<file path="config.mk">
export PLATFORM = sky130hd
export DESIGN_NAME = add_req_initiator
export DESIGN_NICKNAME = d
export VERILOG_FILES = /design/src/rtl/add_if_pkg.sv /design/src/rtl/add_req_initiator.sv
export SDC_FILE = /design/constraint.sdc
export NUM_CORES = 1
export LEC_CHECK = 0
export BUFFER_PORTS_ARGS = -buffer_cell sky130_fd_sc_hd__buf_2
export CORE_MARGIN = 1
export CORE_UTILIZATION = 45
export DETAILED_ROUTE_END_ITERATION = 8
export GPL_ROUTABILITY_DRIVEN = 1
export PLACE_DENSITY = 0.71
export SLEW_MARGIN = 40
export SYNTH_ARGS = -nofsm -noshare
export SYNTH_HDL_FRONTEND = slang
export SYNTH_SLANG_ARGS = --single-unit
</file>
<file path="constraint.sdc">
create_clock -name clk -period 3.3 [get_ports clk]
set_clock_uncertainty 0.2 [all_clocks]
set_input_delay 0.66 -clock clk [delete_from_list [all_inputs] [get_ports clk]]
set_output_delay 0.66 -clock clk [all_outputs]
set_load 0.01 [all_outputs]
</file>
<file path="src/rtl/add_if_pkg.sv">
// Shared types and helpers for the start/valid single-op adder protocol.
// The sum helper takes a runtime width so any instantiated W can use it.
package add_if_pkg;

   localparam int W_DEF       = 8;
   localparam int TIMEOUT_DEF = 4;
   localparam int CNT_W_DEF   = 16;
   localparam int MAX_W       = 64;

   typedef enum logic [1:0] {
      IDLE = 2'd0,
      WAIT = 2'd1,
      HOLD = 2'd2
   } state_e;

   // Wrapped w-bit sum; the carry out of bit w-1 is discarded.
   function automatic logic [MAX_W-1:0] exp_sum(input logic [MAX_W-1:0] a,
                                                input logic [MAX_W-1:0] b,
                                                input int unsigned      w);
      logic [MAX_W-1:0] mask;
      mask = (w >= MAX_W) ? '1 : ((MAX_W'(1) << w) - MAX_W'(1));
      return (a + b) & mask;
   endfunction

endpackage

</file>
<file path="src/rtl/add_req_initiator.sv">
// Initiator/consumer for the start/valid adder: issues one operand pair at a time,
// checks the returned sum with a timeout, and hands the result downstream.
//
// state | meaning
// IDLE  | ready for an operand pair
// WAIT  | start issued, waiting for c_valid or timeout
// HOLD  | result presented downstream until out_ready
module add_req_initiator
   import add_if_pkg::*;
#(
   parameter int W       = W_DEF,
   parameter int TIMEOUT = TIMEOUT_DEF,
   parameter int CNT_W   = CNT_W_DEF
) (
   input  logic             clk,
   input  logic             rst_n,
   input  logic             in_valid,
   output logic             in_ready,
   input  logic [W-1:0]     in_a,
   input  logic [W-1:0]     in_b,
   output logic             c_start,
   output logic [W-1:0]     c_a,
   output logic [W-1:0]     c_b,
   input  logic             c_valid,
   input  logic [W-1:0]     c_y,
   output logic             out_valid,
   input  logic             out_ready,
   output logic [W-1:0]     out_sum,
   output logic             out_err,
   output logic             out_mismatch,
   output logic             proto_err,
   output logic [CNT_W-1:0] txn_count,
   output logic [CNT_W-1:0] err_count
);

   localparam int WC_W = $clog2(TIMEOUT + 1);

   state_e          state, state_nxt;
   logic [WC_W-1:0] wait_cnt;
   logic            accept;
   logic            got_valid;
   logic            timed_out;
   logic            handshake;
   logic            mismatch;
   logic            spurious;

   assign accept    = (state == IDLE) && in_valid;
   assign got_valid = (state == WAIT) && c_valid && !c_start;
   assign timed_out = (state == WAIT) && !c_valid && (wait_cnt == WC_W'(TIMEOUT - 1));
   assign handshake = (state == HOLD) && out_ready;
   assign mismatch  = (c_y != W'(exp_sum(MAX_W'(c_a), MAX_W'(c_b), W)));
   // A response in the start cycle itself is a zero-latency protocol violation.
   assign spurious  = c_valid && ((state != WAIT) || c_start);

   always_ff @(posedge clk or negedge rst_n) begin
      if (!rst_n) begin
         state <= IDLE;
      end else begin
         state <= state_nxt;
      end
   end

   always_comb begin
      state_nxt = state;
      unique case (state)
         IDLE:    if (in_valid) state_nxt = WAIT;
         WAIT:    if (got_valid || timed_out) state_nxt = HOLD;
         HOLD:    if (out_ready) state_nxt = IDLE;
         default: state_nxt = IDLE;
      endcase
   end

   // Gated by rst_n so every output reads 0 while reset is held.
   always_comb begin
      in_ready = 1'b0;
      if (rst_n && (state == IDLE)) in_ready = 1'b1;
   end

   always_ff @(posedge clk or negedge rst_n) begin
      if (!rst_n) begin
         c_start  <= 1'b0;
         c_a      <= '0;
         c_b      <= '0;
         wait_cnt <= '0;
      end else begin
         if (accept) begin
            c_a      <= in_a;
            c_b      <= in_b;
            c_start  <= 1'b1;
            wait_cnt <= '0;
         end else begin
            c_start <= 1'b0;
         end
         if ((state == WAIT) && !c_valid && !c_start && !timed_out) begin
            wait_cnt <= wait_cnt + 1'b1;
         end
      end
   end

   always_ff @(posedge clk or negedge rst_n) begin
      if (!rst_n) begin
         out_valid    <= 1'b0;
         out_sum      <= '0;
         out_err      <= 1'b0;
         out_mismatch <= 1'b0;
      end else if (got_valid) begin
         out_valid    <= 1'b1;
         out_sum      <= c_y;
         out_err      <= mismatch;
         out_mismatch <= mismatch;
      end else if (timed_out) begin
         out_valid    <= 1'b1;
         out_sum      <= '0;
         out_err      <= 1'b1;
         out_mismatch <= 1'b0;
      end else if (handshake) begin
         out_valid    <= 1'b0;
         out_err      <= 1'b0;
         out_mismatch <= 1'b0;
      end
   end

   always_ff @(posedge clk or negedge rst_n) begin
      if (!rst_n) begin
         txn_count <= '0;
         err_count <= '0;
         proto_err <= 1'b0;
      end else begin
         if (handshake) begin
            txn_count <= txn_count + 1'b1;
            if (out_err && !(&err_count)) err_count <= err_count + 1'b1;
         end
         if (spurious) proto_err <= 1'b1;
      end
   end

endmodule

</file>
; ---- Word-level counts from Yosys, hierarchy flattened
; Index checks and enable logic that the tools add are counted.
[op_classes]
n_addsub = 4
mul = 0
div = 0
n_lt_le_gt_ge = 0
n_eq_ne = 8
n_shift = 0
mux = 16
bitwise = 0
reduce_logical = 24
[ops]
columns = operator, count
row1 = $add A16 B1 Y16 const B, 2
row2 = $mux W8, 2
row3 = $reduce_and A16 Y1, 1
row4 = $logic_and A1 B1 Y1, 11
row5 = $add A8 B8 Y8, 1
row6 = $mux W1, 8
row7 = $ne A8 B8 Y1, 1
row8 = $mux W2, 3
row9 = $mux W3, 2
row10 = $pmux W2 S3, 1
row11 = $logic_not A1 Y1, 4
row12 = $ne A2 B1 Y1 const B, 2
row13 = $ne A2 B2 Y1 const B, 2
row14 = $reduce_bool A2 Y1, 2
row15 = $add A3 B1 Y3 const B, 1
row16 = $eq A3 B2 Y1 const B, 1
row17 = $reduce_and A3 Y1, 1
row18 = $reduce_bool A3 Y1, 1
row19 = $eq A2 B1 Y1 const B, 1
row20 = $eq A2 B2 Y1 const B, 1
row21 = $logic_not A2 Y1, 1
row22 = $logic_or A1 B1 Y1, 2
row23 = $reduce_and A2 Y1, 1
[totals]
regBits = 66
latch_bits = 0
mem_bits_rw = 0
mem_bits_ro = 0
inputBits = 29
memories = 0

; ---- Depth between registers and ports, before layout
; Gate-level depths: netlist (run 1).
[depth]
depth_word = 6
ltp_mapped = 7
ltp_nobuf = 7

; ---- Worst setup path before layout (run 1)
; OpenSTA, ideal clock, no wires.
[synth_timing]
path_kind = flip-flop to flip-flop
startpoint = reg c_a[0]
endpoint = reg out_err
t_arrival_ps = 1994
t_required_ps = 2961
setup_slack_ps = 968
path_stages_with_launch = 8
synth_period_minus_slack_ps = 2332
path_cell_list = dfrtp_1 ha_1 fa_1 a211oi_1 o21bai_1 a211o_1 a21boi_0 a31oi_1
[synth_between]
elab_chain_cells = 3
[synth_rtl]
columns = item, line_no
row1 = start: declaration, add_req_initiator.sv:22  ; output logic [W-1:0] c_a,
row2 = start signal: assignment, add_req_initiator.sv:87  ; c_a <= in_a;
row3 = $add A8 B8 Y8, add_if_pkg.sv:22  ; return (a + b) & mask;
row4 = $ne A8 B8 Y1, add_req_initiator.sv:51  ; assign mismatch = (c_y != W'(exp_sum(MAX_W'(c_a), MAX_W'(c_b), W)));
row5 = $mux W1, add_req_initiator.sv:106  ; end else if (got_valid) begin
row6 = end signal: assignment, add_req_initiator.sv:109  ; out_err <= mismatch;
row7 = end: declaration, add_req_initiator.sv:29  ; output logic out_err,
; Every way passes these cells.
; A chain may end at the register's enable or synchronous reset.

; ---- Worst setup path after layout (run 1)
[layout_timing]
startpoint = reg c_b[0]
endpoint = reg out_err
[layout_between]
elab_chain_cells = 3
[layout_rtl]
columns = item, line_no
row1 = start: declaration, add_req_initiator.sv:23  ; output logic [W-1:0] c_b,
row2 = start signal: assignment, add_req_initiator.sv:88  ; c_b <= in_b;
row3 = $add A8 B8 Y8, add_if_pkg.sv:22
row4 = $ne A8 B8 Y1, add_req_initiator.sv:51
row5 = $mux W1, add_req_initiator.sv:106
; Every way passes these cells.

==> results of run 1 <==
==> metal layers <==
| metal | vias to the layer above | global-route usage, % |
|---|---|---|
| li1 | 1268 | - |
| met1 | 1201 | 26.2 |
| met2 | 84 | 31.7 |
| met3 | 13 | 6.06 |
| met4 | 0 | 8.64 |
| met5 | - | 0 |
==> through the flow <==
step | util [%] | std cells | hold WS (ns) | total power (uW) | setup WS, ns
floorplan | - | 314 | 0.164 | 2130 | 0.968
global placement | 54.9 | 498 | 0.252 | 2540 | 0.938
detailed placement | 54.9 | 498 | 0.262 | 2590 | 0.884
CTS | 58.8 | 514 | 0.278 | 3510 | 0.839
global route | 58.8 | 514 | 0.295 | 3750 | 0.674
finish | 58.8 | 514 | 0.246 | 3500 | 0.796
==> final cells by class <==
class | count | share of cell area [%]
Tap cell | 96 | 2.99
Multi-Input combinational cell | 239 | 37.1
Inverter | 4 | 0.373
Sequential cell | 66 | 41.1
Clock buffer | 9 | 3.08
Clock inverter | 7 | 3.52
Timing Repair Buffer | 93 | 11.9
==> worst max-delay path by stage <==
stage	start	endpoint	cells after the start
after global routing	c_a[0]	out_err	7
after global placement	c_a[0]	out_err	7
after CTS	c_a[0]	out_err	7
final	c_b[0]	out_err	7
after floorplan	c_a[0]	out_err	7
after detailed placement	c_a[0]	out_err	7
==> synth_stat cells (2+ instances only) <==
| cell type | count |
|---|---|
| nand2_1 | 80 |
| dfrtp_1 | 66 |
| xnor2_1 | 30 |
| nand3_1 | 19 |
| o21ai_0 | 18 |
| xor2_1 | 14 |
| and3_1 | 11 |
| ha_1 | 11 |
| nor2_1 | 8 |
| a21oi_1 | 5 |
| nor2b_1 | 5 |
| and2_1 | 4 |
| nand2b_1 | 4 |
| nand4_1 | 4 |
| clkbuf_1 | 3 |
| inv_1 | 3 |
| a211oi_1 | 2 |
| a21o_1 | 2 |
| a31oi_1 | 2 |
| a41oi_2 | 2 |
==> power by group <==
part | leakage, uW | internal [uW] | switching (uW)
Clock | 0.000129 | 578 | 323
Sequential | 0.000857 | 1030 | 215
Combinational | 0.00111 | 590 | 755
==> flip-flops by register name, indices dropped and copies added, names as in the netlist <==
signal,cells
out_err,1
proto_err,1
state,2
out_mismatch,1
txn_count,16
c_a,8
wait_cnt,3
err_count,16
c_start,1
c_b,8
out_valid,1
out_sum,8
==> critical path, stage by stage (launching register included) <==
cell and delay [ns]:
dfrtp_1 0.42, ha_1 0.23, fa_1 0.44, a211oi_1 0.37, o21bai_1 0.13, a211o_1 0.32, a21boi_0 0.17, a31oi_1 0.10
==> logic make-up after synthesis <==
group	count (synthesis)	share of synthesized area, %
DFF	66	51.9
and+or+nand+nor	143	20.9
adders and majority gates	12	4.95
xor gates and xnor gates	44	12.1
muxes	1	0.354
AOI/OAI and AO/OA	39	8.53
buffers and inverters	9	1.30
==> flow_summary.toml, run 1 <==
[status]
status = "finished, final reports clean"

[run]
drv_cap = 0

[sta]
rsz0062_at_grt = "false"
fin_tns_setup_ns = 0
worstMarginPinSlew_ns = 0.589
final-max-slew-violation-count = 0
fin_crit_ns = 2.50
timing.final.crit_share_pct = 75.9
hold_viol_final = 0
slew_headroom_pct = 60.7
timing.fmax_ghz = 0.399
setup_viol = 0

[synthesis]
syn_area_um2 = 3180
synth_flop_cell = "dfrtp_1"
ys_async_sr_fraction_pct = 100
synth_nets = 355
syn_avg_cell_area_um2 = 10.1
ys_seq_area_share_pct = 51.9
synth_enable_flop_cells = 0
synth_top_area_cell = "dfrtp_1"
synth_top_area_share_pct = 51.9
ys_seq_elements = 66
synth.distinct_cells = 41
synth.area.top_cells = "dfrtp_1 52%, nand2_1 9.4%, xnor2_1 8.3%"
yosys_warnings = 0
syn_inst = 314

[clocking]
holdBufCountCts = 0
cts_buffers = 9
cts.sinks = 66
htree_levels = 3
cts_tree = "done"
cts_max_path_buffers = 2
clock_tree.root_cell = "clkbuf_8"
cts_setup_buffers = 0
clk_pin_slew_ns = 0.08
clk_latency_ns = 0.34
cts_resized = 0

[placed_design]
gp_congestion = 0.761
dpl_cell_area_um2 = 3750
io_buffers = 90
dp_hpwl_um = 5020

[layout]
area_delta_synth_final_pct = 26.2
num_antenna_cells = 0
mostFrequentLayoutCells = "90 x buf_2, 80 x nand2_1, 66 x dfrtp_1"
seqCellArea_um2 = 1650
fillers = 608
multiInputGateArea_um2 = 1490
drive_above_1_share_pct = 27.3
fin_area_um2 = 4020
layout.nets = 454
final_common_cell = "buf_2"

[critical_path]
rr_endpoint = "out_err"
r2r_start = "c_b[0]"
rr_worst_depth = 7
setup.worst_path.class = "reg2reg"
end_kind = "register"
r2r_slack_ns = 0.80
cp-start-kind = "register"
required_ns = 3.31
path_max_fanout = 3
cp.arrival_ns = 2.51

[floorplanning]
die_area_um2 = 7420
ioPinCount = 91
design.core.area_um2 = 6830
die_h_um = 86.1
start_util_pct = 46.6
fp-row-count = 30
die_w_um = 86.1

[drt]
wl_per_cell_um = 13.4
dr.first_iter.drc_count = 65
wl_met1_um = 3180
top_layer_used = "met4"
drtPass1Iterations = 4
finalWirelength_um = 6900
drc_errors = 0
vias_per_cell = 4.99
wl_met2_um = 3180
antenna_left = 0
vias = 2566
met3RoutedLength_um = 396

[power]
ir_drop_mv = 0.499
leakagePower_uw = 0.00209
powerDensity_nw_per_um2 = 869

[hold_path]
hp-class = "in2async"

[grt]
grt_pass1_vias = 2499
grt.overflow.total = 0
track_usage_pct = 20.3
grt_pass1_wl_um = 11600
grt_start_max_net_pins = 67
antenna_found_initial = 0
(Power assumes the default switching activity.)
==> run 2, diff against run 1 <==
- ABC_AREA: not set -> 1
- PLACE_DENSITY: 0.71 -> 0.7
- clock period: 3.3 -> 2.55 ns (I/O delays scaled with it)
==> run 2 against run 1 <==
Net effect: synthesized area increased by 6.3%; power grew 20%; largest power group unchanged; worst hold slack worse by 0.16 ns; non-clock buffer count shrank 1; routed wire length grew 2.2%; sequential power rose by 30%; critical endpoint is now out_mismatch; final cell count grew 17%; setup slack got worse by 0.36 ns; flip-flop and latch count unchanged.
==> flow_summary.toml, run 2 <==
[grt]
grt_start_max_net_pins = 67
track_usage_pct = 19.6
grt_pass1_wl_um = 11600
grt_pass1_vias = 2602
grt.overflow.total = 0
antenna_found_initial = 0

[layout]
layout.nets = 537
fin_area_um2 = 4120
area_delta_synth_final_pct = 21.6
seqCellArea_um2 = 1650
final_common_cell = "nand2_1"
mostFrequentLayoutCells = "139 x nand2_1, 90 x buf_2, 66 x dfrtp_1"
num_antenna_cells = 0
multiInputGateArea_um2 = 1520
top_regs = "err_count x16, txn_count x16"
drive_above_1_share_pct = 23.6
fillers = 712

[synthesis]
netlist_top_cells_count = "139 x nand2_1, 66 x dfrtp_1, 47 x inv_1"
ys_seq_elements = 66
synth_top_area_share_pct = 48.8
synthAdderAreaFrac_pct = 4.66
synth_top_family_by_area = "simple AND/OR/NAND/NOR gates"
syn_area_um2 = 3390
syn_avg_cell_area_um2 = 8.49
synth_nets = 440
ys_async_sr_fraction_pct = 100
synth_simple_gate_area_share_pct = 27.0
syn_inst = 399
synth.distinct_cells = 30
yosys.area_share.xor_xnor_pct = 8.54
synth_flop_cell = "dfrtp_1"
ys_seq_area_share_pct = 48.8
synthMostInstantiatedCell = "nand2_1"
synth_compound_area_share_pct = 4.80
muxShareOfSynthArea_pct = 0
synth.area.top_cells = "dfrtp_1 49%, nand2_1 15%, xor2_1 5.9%"
synth_top_area_cell = "dfrtp_1"
synth_enable_flop_cells = 0
yosys_warnings = 0

[critical_path]
cp_cell_sequence = "ha_1 -> fa_1 -> nand2_1 -> nand2_1 -> nand3_1 -> nand2_1 -> inv_1 -> nand2_1 -> nor2_1 -> nand4_1 -> nand2_1 -> nand2_1"
cp-start-kind = "register"
setup.worst_path.class = "reg2reg"
slowest_delay_ns = 0.40
cpMostUsedCell = "nand2_1"
path_max_fanout = 3
end_kind = "register"
required_ns = 2.57
cp.arrival_ns = 2.14
r2r_slack_ns = 0.44
cpMaxStageDelayCell = "dfrtp_1"

[sta]
timing.hold.ws_ns = 0.0842
rsz0062_at_grt = "false"
worstMarginPinSlew_ns = 0.639
fin_tns_setup_ns = 0
fin_crit_ns = 2.11
timing.final.crit_share_pct = 82.8
timing.fmax_ghz = 0.474
final-max-slew-violation-count = 0
hold_viol_final = 0
setup_viol = 0
slew_headroom_pct = 57.2

[drt]
vias = 2788
wl_met2_um = 3200
met3RoutedLength_um = 477
wl_per_cell_um = 11.7
drc_errors = 0
antenna_left = 0
drtPass1Iterations = 4
wl_met1_um = 3220
top_layer_used = "met4"
finalWirelength_um = 7050
dr.first_iter.drc_count = 60
vias_per_cell = 4.65

[clocking]
clk_pin_slew_ns = 0.07
cts_setup_buffers = 0
cts_tree = "done"
clk_latency_ns = 0.34
cts_resized = 0
cts_max_path_buffers = 2
holdBufCountCts = 0
cts.sinks = 66
cts_buffers = 9
clock_tree.root_cell = "clkbuf_8"
htree_levels = 3

[power]
p_seq_share_pct = 39.0
powerDensity_nw_per_um2 = 1020
power_frac_comb_pct = 42.6
p_sw_share_pct = 41.1
pwr-share-clk_pct = 18.3
leakagePower_uw = 0.00231
p_int_uw = 2470
fin_total_pwr_uw = 4180
ir_drop_mv = 0.526
switching_power_uw = 1720

[floorplanning]
ioPinCount = 91
start_util_pct = 46.7
die_area_um2 = 7870
die_w_um = 88.7
design.core.area_um2 = 7250
fp-row-count = 31
die_h_um = 88.7

[status]
status = "finished, final reports clean"

[run]
drv_cap = 0

[placed_design]
dpl_cell_area_um2 = 3940
gp_congestion = 0.826
io_buffers = 90
dp_hpwl_um = 5400

[hold_path]
hp-class = "in2async"
run 2: cell count changes in the layout (fill, tap and decap cells not counted), sizes merged, moves of 4 or more:
| cell | previous run | this run |
|---|---|---|
| nand3 | 19 | 14 |
| bufinv | 4 | 0 |
| xnor2 | 30 | 10 |
| nor2 | 8 | 33 |
| a22o | 0 | 5 |
| and3 | 11 | 0 |
| nand2b | 4 | 0 |
| xor2 | 14 | 23 |
| inv | 3 | 47 |
| nor3 | 1 | 9 |
| nor2b | 5 | 0 |
| nand2 | 80 | 140 |
run 2: path summary, 6_finish.rpt:
kind	from	endpoint	depth (start not counted)
worst max register to register	c_a[0]	out_mismatch	12
max in group asynchronous	rst_n	c_a[5]	2
min in group clk	in_b[0]	c_b[0]	3
worst max-delay path	c_a[0]	out_mismatch	12
worst min-delay path	rst_n	txn_count[10]	2
worst min register to register	out_valid	out_valid	2
run 2: power by group through the flow:
| stage | clock network [uW] | registers (uW) | logic [uW] |
|---|---|---|---|
| 3_3_place_gp | 0 | 1640 | 1750 |
| 2_1_floorplan | 0 | 1740 | 1120 |
| 5_1_grt | 840 | 1680 | 2080 |
| 6_report | 767 | 1630 | 1780 |
| 3_5_place_dp | 0 | 1650 | 1800 |
| 4_1_cts | 799 | 1640 | 1810 |
run 2: kinds of logic (layout without fill, tap and decap cells):
| family | after synthesis | in the layout |
|---|---|---|
| AOI/OAI and AO/OA | 27 | 27 |
| xor gates and xnor gates | 33 | 33 |
| adders and majority gates | 12 | 12 |
| buffers and inverters | 53 | 155 |
| DFF | 66 | 66 |
| and+or+nand+nor | 208 | 208 |
run 2: layout make-up:
cell class                 instances  area share [%]
tap                               99            3.01
timing repair buffer              92            11.4
clock inverter                     5           0.729
multi-input combinational        280            37.0
sequential                        66            40.1
clock buffer                      11            3.43
inverter                          47            4.29
run 2: worst max-delay path, delay by kind of cell, from the launching register on:
| kind | cells | cell delay (ns) |
|---|---|---|
| adders and majority gates | 2 | 0.62 |
| buffers and inverters | 1 | 0.05 |
| DFF | 1 | 0.40 |
| and+or+nand+nor | 9 | 0.73 |
run 2: per-stage QoR:
step | worst slack [ns] | cells | utilization, %
final | 0.438 | 600 | 56.8
after global routing | 0.275 | 600 | 56.8
after CTS | 0.429 | 600 | 56.7
after detailed placement | 0.437 | 584 | 54.3
after global placement | 0.478 | 584 | 54.3
after floorplan | 0.599 | 399 | -
run 2: layer usage:
| layer | up-vias | track usage [%] |
|---|---|---|
| li1 | 1443 | - |
| met1 | 1257 | 24.8 |
| met2 | 75 | 30.6 |
| met3 | 13 | 5.88 |
| met4 | 0 | 9.53 |
| met5 | - | 0 |
==> run 3, diff against run 2 <==
- PLACE_DENSITY: 0.7 -> 0.73
- clock period: 2.55 -> 1.85 ns (I/O delays scaled with it)
==> run 3 against run 2 <==
Net effect: the flow now finishes with violations (negative hold slack, negative setup slack); sequential power grew 37%; via count grew 6.3%; routed wire length grew 8.2%; first-iteration DRC count grew 17%; global-route usage grew 0.81 points; non-clock buffer count grew 25; sequential share of layout area shrank 2.5 points; combinational power grew 65%; worst hold slack lost 0.14 ns; largest power group unchanged.
==> flow_summary.toml, run 3 (synthesis gave the netlist of run 2 again) <==
[critical_path]
cpMaxStageDelayCell = "fa_2"
slowest_delay_ns = 0.55
required_ns = 1.88
rr_worst_depth = 8
end_kind = "register"
r2r_slack_ns = -0.15
path_max_fanout = 2
setup.worst_path.class = "reg2reg"
cp-start-kind = "register"
cp.arrival_ns = 2.02
cp_cell_sequence = "ha_2 -> fa_2 -> xnor2_2 -> nand4_1 -> nor2_1 -> nand4_1 -> nand2_1 -> nand2_1"

[grt]
antenna_found_initial = 0
track_usage_pct = 20.4
grt_pass1_vias = 2773
grt_pass1_wl_um = 12200
grt_start_max_net_pins = 67
grt.overflow.total = 0

[layout]
layout.nets = 562
stdcell_count = 625
top_regs = "err_count x16, txn_count x16"
fillers = 635
postLayoutCoreUtil_pct = 60.6
drive_above_1_share_pct = 30.8
num_antenna_cells = 0
area_delta_synth_final_pct = 29.7
final_common_cell = "nand2_1"
mostFrequentLayoutCells = "135 x nand2_1, 90 x buf_2, 66 x dfrtp_1"

[drt]
vias = 2964
drtPass1Iterations = 5
antenna_left = 0
finalWirelength_um = 7630
dr.first_iter.drc_count = 70
vias_per_cell = 4.74
wl_per_cell_um = 12.2
drc_errors = 0

[placed_design]
dp_cells = 606
io_buffers = 90
pre_cts_slack_ns = -0.135
dp_hpwl_um = 5550
gp_congestion = 0.849

[hold_path]
hp-class = "in2async"

[clocking]
clock_tree.root_cell = "clkbuf_8"
htree_levels = 3
cts.sinks = 66
cts_buffers = 9
clk_latency_ns = 0.34
cts_max_path_buffers = 2
clk_pin_slew_ns = 0.08
cts_tree = "done"

[floorplanning]
ioPinCount = 91
die_area_um2 = 7870
die_w_um = 88.7
design.core.area_um2 = 7250
die_h_um = 88.7
fp-row-count = 31
start_util_pct = 46.7

[power]
ir_drop_mv = 0.904
powerDensity_nw_per_um2 = 1420
leakagePower_uw = 0.00246

[sta]
setup_viol = 2
timing.fmax_ghz = 0.501
hold_viol_final = 66
slew_headroom_pct = 60.8
timing.final.crit_share_pct = 108
fin_crit_ns = 2.00
setup_ws_ns = -0.147
worstMarginPinSlew_ns = 0.589
final-max-slew-violation-count = 0
timing.hold.ws_ns = -0.0529
rsz0062_at_grt = "true"

[status]
violations = "negative hold slack, negative setup slack"
status = "finished with violations"

[run]
drv_cap = 0
-- run 3: worst max-delay path, delay by kind of cell (launching register included) --
family | cells | cell delay [ns]
simple gates | 5 | 0.45
flops | 1 | 0.39
fa+ha+maj | 2 | 0.75
xor+xnor | 1 | 0.11
-- run 3: layout make-up --
class	count	area (um^2)	share of cell area [%]
sequential	66	1650	37.6
timing repair buffer	117	661	15.0
clock buffer	10	138	3.13
inverter	47	176	4.02
clock inverter	6	42.5	0.968
tap	99	124	2.82
multi-input combinational	280	1600	36.4
-- run 3: path summary, 6_finish.rpt --
| check | startpoint | end |
|---|---|---|
| worst min register to register | proto_err | proto_err |
| worst min-delay path | rst_n | out_sum[7] |
| min in group clk | in_b[1] | c_b[1] |
| max in group asynchronous | rst_n | out_sum[6] |
| worst max register to register | c_b[0] | out_mismatch |
| worst max-delay path | c_b[0] | out_mismatch |
-- run 3: through the flow --
step | setup TNS, ns | area [um^2] | total power (uW)
6_report | -0.290 | 4390 | 6260
3_5_place_dp | -0.269 | 4110 | 4970
2_1_floorplan | -0.129 | 3390 | 3940
4_1_cts | -0.284 | 4320 | 6200
3_3_place_gp | -0.205 | 4110 | 4860
5_1_grt | -0.465 | 4390 | 6770
-- run 3: routing by layer --
metal	routed length, um	track usage [%]
met2	3710	34.8
met4	127	9.24
met5	0	0
met1	3350	24.7
met3	438	4.38
-- run 3: where the power goes --
| part | internal (uW) | switching (uW) | total, uW |
|---|---|---|---|
| combinational | 1270 | 1660 | 2930 |
| clock | 522 | 580 | 1100 |
| sequential | 1870 | 353 | 2230 |
| total | 3670 | 2590 | 6260 |
-- run 3: repair_timing --
item	4_1_cts	5_1_grt
pin swaps	1	1
resized for setup	4	18
setup endpoints to repair	2	22
hold buffers	0	0
buffers inserted	2	1
